## src/rtl/cntr8_ctrl_pkg.sv

```systemverilog
// Shared types and constants for the cntr8 command-side controller.
package cntr8_ctrl_pkg;

  typedef enum logic [2:0] {
    IDLE   = 3'b000,
    JUMP   = 3'b001,
    SETTLE = 3'b010,
    RAMP   = 3'b011,
    DONE   = 3'b100
  } state_t;

  localparam logic MODE_JUMP = 1'b0;
  localparam logic MODE_RAMP = 1'b1;

endpackage

```

## src/rtl/cntr8_ctrl_ns.sv

```systemverilog
// Next-state logic for cntr8_ctrl: chooses the request path and ends a ramp on target.
module cntr8_ctrl_ns
  import cntr8_ctrl_pkg::*;
#(
  parameter int WIDTH = 8
) (
  input  state_t             state,
  input  logic               handshake,
  input  logic               req_mode,
  input  logic               mode_r,
  input  logic [WIDTH-1:0]   cnt_q,
  input  logic [WIDTH-1:0]   target_r,
  output state_t             next_state
);

  always_comb begin
    next_state = state;
    case (state)
      IDLE: begin
        if (handshake) next_state = (req_mode == MODE_RAMP) ? RAMP : JUMP;
      end
      JUMP:   next_state = SETTLE;
      SETTLE: next_state = DONE;
      RAMP: begin
        // Compare against the live counter value so the last step lands exactly on target.
        if (mode_r != MODE_RAMP || cnt_q == target_r) next_state = DONE;
      end
      DONE:    next_state = IDLE;
      default: next_state = IDLE;
    endcase
  end

endmodule

```

## src/rtl/cntr8_ctrl.sv

```systemverilog
// Drives load/inc/d_in of the cntr8 counter to reach a requested target by jump or ramp.
module cntr8_ctrl
  import cntr8_ctrl_pkg::*;
#(
  parameter int WIDTH = 8
) (
  input  logic               clk,
  input  logic               reset,
  input  logic               req_valid,
  output logic               req_ready,
  input  logic               req_mode,
  input  logic [WIDTH-1:0]   req_target,
  input  logic [WIDTH-1:0]   cnt_q,
  output logic               load,
  output logic               inc,
  output logic [WIDTH-1:0]   d_in,
  output logic               busy,
  output logic               done,
  output logic               err
);

  state_t           state;
  state_t           next_state;
  logic [WIDTH-1:0] target_r;
  logic             mode_r;
  logic             handshake;
  logic             stepping;

  assign req_ready = (state == IDLE) && !reset;
  assign handshake = req_valid && req_ready;
  assign busy      = (state != IDLE);

  cntr8_ctrl_ns #(.WIDTH(WIDTH)) u_ns (
    .state      (state),
    .handshake  (handshake),
    .req_mode   (req_mode),
    .mode_r     (mode_r),
    .cnt_q      (cnt_q),
    .target_r   (target_r),
    .next_state (next_state)
  );

  always_ff @(posedge clk) begin
    if (reset) begin
      state    <= IDLE;
      target_r <= '0;
      mode_r   <= MODE_JUMP;
      done     <= 1'b0;
      err      <= 1'b0;
    end else begin
      state <= next_state;
      if (handshake) begin
        target_r <= req_target;
        mode_r   <= req_mode;
      end
      // done/err are registered so they coincide exactly with the DONE state.
      done <= (next_state == DONE);
      err  <= (state == SETTLE) && (cnt_q != target_r);
    end
  end

  assign stepping = (state == RAMP) && (cnt_q != target_r);

  // Reset forces HOLD in the same cycle so the counter freezes at once.
  always_comb begin
    load = 1'b1;
    inc  = 1'b0;
    d_in = cnt_q;
    if (!reset) begin
      if (state == JUMP) begin
        d_in = target_r;
      end else if (stepping) begin
        load = 1'b0;
        inc  = (target_r > cnt_q);
      end
    end
  end

endmodule
```

## config.mk

```make
export PLATFORM = sky130hd
export DESIGN_NAME = cntr8_ctrl
export DESIGN_NICKNAME = d
export VERILOG_FILES = /design/src/rtl/cntr8_ctrl_pkg.sv /design/src/rtl/cntr8_ctrl_ns.sv /design/src/rtl/cntr8_ctrl.sv
export SDC_FILE = /design/constraint.sdc
export NUM_CORES = 1
export LEC_CHECK = 0
export BUFFER_PORTS_ARGS = -buffer_cell sky130_fd_sc_hd__buf_2
export CORE_UTILIZATION = 35
export CTS_BUF_LIST = sky130_fd_sc_hd__clkbuf_8
export CTS_CLUSTER_DIAMETER = 80
export DETAILED_ROUTE_END_ITERATION = 7
export MAX_ROUTING_LAYER = met4
export SYNTH_ARGS = -nofsm -noshare
export SYNTH_HDL_FRONTEND = slang
export SYNTH_SLANG_ARGS = --single-unit
```

## constraint.sdc

```tcl
create_clock -name clk -period 3.05 [get_ports clk]
set_input_delay 0 -clock clk [delete_from_list [all_inputs] [get_ports clk]]
set_output_delay 0 -clock clk [all_outputs]
set_load 0.02 [all_outputs]
```

==> run_results.csv <==
group,metric,value,unit
route,ant_nets,0,
power,ir_worst_vdd,0.310,mV
power,pwr-share-comb,22.7,%
die,rows,17,
grt,grt_pass1_wl,2950,microns
sta,setup_viol,0,
power,p_int,361,uW
die,die_area,0.00259,sq mm
worst_setup_path,crit_fanout,15,
clocking,numCtsBuffers,3,
die,core_area,0.00223,sq mm
sta,totalNegativeSetupSlack,0,ns
clocking,clkLatencyLatePin,0.24,ns
die,boundaryPins,34,
worst_setup_path,worstPathRequired,3.05,ns
sta,fin_crit,1.94,ns
die,die_w,50.9,microns
placement,pre_cts_slack,1.34,ns
placement,dp_hpwl,1400,microns
worst_setup_path,cp-start-kind,"flip-flop",
grt,antenna_found_initial,0,
logic_synthesis,synth.cell_area,838,sq um
finish,final_net_count,175,
grt,grt_max_degree,16,
route,drt-initial-drc-count,3,
grt,overflow,0,
route,firstDrtPassIters,4,
power,switching_share,27.2,%
run,cap_violations,0,
logic_synthesis,synth_cell_type_count,28,
finish,n_fill_cell,238,
logic_synthesis,ys_seq_elements,14,
worst_setup_path,endpoint_kind,"output port",
power,p_total,497,uW
worst_setup_path,arrival,1.94,ns
sta,relSlewSlack,50.8,%
power,p_leak,0.000552,uW
route,routedWlPerCell,10.3,microns
die,start_util,37.5,%
finish,multi_input_area,502,sq um
logic_synthesis,synth_cells,104,
power,power_switching,135,uW
clocking,post-cts-setup-buffers,0,
clocking,cts_resized,0,
logic_synthesis,yosysWarnings,0,
clocking,root_buffer,"clkbuf_8",
sta,setup_slack,1.11,ns
power,power_frac_seq,42.2,%
placement,gp_congestion,0.740,
die,fp.dieH,50.9,microns
clocking,path_clk_slew,0.06,ns
finish,drive_gt1_share,29.5,%
power,p_clk_share,35.1,%
grt,grt_pass1_vias,723,
power,p_per_area,431,mW/mm^2
sta,fmax,514,MHz
logic_synthesis,syn_nets,132,
clocking,clockBufferDepth,2,
worst_setup_path,path_class,"reg -> out",
clocking,htreeDepth,1,
hold_path,hp-class,"in -> reg",
sta,tightest_slew,0.733,ns
route,routed_wl,1780,microns
sta,rsz0062_at_grt,"false",
sta,skew,0.00149,ns
finish,n_antenna_cell,0,
outcome,status,"finished, final reports clean",
finish,regArea,280,sq um
logic_synthesis,ys_seq_area_share,33.4,%
sta,period_share,63.7,%
clocking,cts_num_sinks,14,
sta,hold_viol_final,0,
route,via_per_inst,4.68,
sta,hold_ws,0.0102,ns
finish,syn_to_final_growth,37.3,%
logic_synthesis,syn_avg_cell_area,8.06,sq um
route,vias,814,
grt,grt_usage,15.1,%
clocking,cts_tree,"yes",
placement,portBuffers,33,
route,drc,0,
sta,maxSlewViolCount,0,
metrics by stage:
stage	utilization, %	cell area, sq um	cells
after floorplan	-	838	104
after CTS	51.5	1150	174
final	51.5	1150	174
after detailed placement	45.5	1020	162
after global placement	45.5	1020	162
after global routing	51.5	1150	174
path summary, 6_finish.rpt:
check / from / endpoint / slack [ns] / cells after the start
worst min-delay path: req_mode / mode_r / 0.01 / 3
worst max register to register: state[2] / state[1] / 1.52 / 4
worst max-delay path: state[0] / d_in[0] / 1.11 / 4
worst min register to register: mode_r / mode_r / 0.46 / 2
power groups by stage:
| stage | sequential (uW) | clock (uW) | combinational (uW) |
|---|---|---|---|
| global placement | 213 | 0 | 105 |
| global route | 211 | 187 | 127 |
| detailed placement | 213 | 0 | 106 |
| finish | 210 | 174 | 113 |
| floorplan | 211 | 0 | 72.8 |
| CTS | 209 | 179 | 114 |
sequential cells by signal (all words and copies together), names as in the netlist:
register and flops:
target_r 8, done 1, err 1, mode_r 1, state 3
cells in the mapped netlist:
| master | number | share of area, % |
|---|---|---|
| a211oi_1 | 2 | 1.8 |
| a21o_1 | 1 | 0.90 |
| a21oi_1 | 4 | 2.4 |
| a21oi_2 | 1 | 1.0 |
| and2_1 | 1 | 0.75 |
| buf_4 | 1 | 0.90 |
| buf_6 | 1 | 1.3 |
| clkbuf_1 | 1 | 0.45 |
| dfxtp_1 | 14 | 33 |
| ha_1 | 8 | 12 |
| inv_1 | 8 | 3.6 |
| inv_2 | 1 | 0.45 |
| mux2_1 | 1 | 1.3 |
| nand2_1 | 26 | 12 |
| nand2b_2 | 1 | 1.0 |
| nand3b_1 | 7 | 6.3 |
| nand4_1 | 2 | 1.5 |
| nor2_1 | 4 | 1.8 |
| nor2b_1 | 1 | 0.75 |
| nor3_1 | 2 | 1.2 |
| nor4_1 | 1 | 0.75 |
| nor4_4 | 2 | 5.1 |
| o211ai_1 | 1 | 0.90 |
| o21ai_0 | 2 | 1.2 |
| o21ai_1 | 7 | 4.2 |
| o31ai_1 | 1 | 0.90 |
| or2_4 | 1 | 1.0 |
| or3_1 | 2 | 1.5 |
what timing repair did:
action                                 4_1_cts  5_1_grt
endpoints found under the hold margin        8        0
hold buffers                                 8        0
setup endpoints to repair                    0        0
logic make-up (layout without fill, tap and decap cells):
group	Yosys count	count (layout)	share of synthesized area, %
fa+ha+maj	8	8	11.9
buf+inv	12	54	6.72
simple gates	50	50	33.3
mux	1	1	1.34
compound gates	19	19	13.3
flops	14	14	33.4
metal layers:
layer	up-vias	wire (microns)	part of all wire [%]	global-route usage, %
met5	-	0	0	-
met4	0	12	0.67	5.56
met3	2	87	4.9	1.79
met2	21	735	41	22.1
met1	351	948	53	21.1
li1	440	-	-	-
cells in the final DEF, fill, tap and decap left out:
master / instances
buf_2: 33
nand2_1: 26
dfxtp_1: 14
inv_1: 8
ha_1: 8
dlygate4sd3_1: 8
o21ai_1: 7
nand3b_1: 7
a21oi_1: 4
nor2_1: 4
clkbuf_8: 4
or3_1: 2
nor4_4: 2
a211oi_1: 2
nand4_1: 2
o21ai_0: 2
nor3_1: 2
inv_2: 1
mux2_1: 1
nor2b_1: 1
o211ai_1: 1
a21o_1: 1
nand2b_2: 1
or2_4: 1
a21oi_2: 1
and2_1: 1
nor4_1: 1
o31ai_1: 1
critical path, stage by stage, from the launching register on:
cell     delay, ns
dfxtp_1       0.41
inv_2         0.09
nor4_4        0.67
mux2_1        0.37
buf_2         0.16
layout make-up:
type                            instances  share of cell area [%]
Multi-Input combinational cell         78                    43.6
Tap cell                               28                    3.04
Timing Repair Buffer                   41                    21.3
Clock buffer                            4                    4.78
Sequential cell                        14                    24.3
Inverter                                9                    2.93
(Power assumes the default switching activity.)
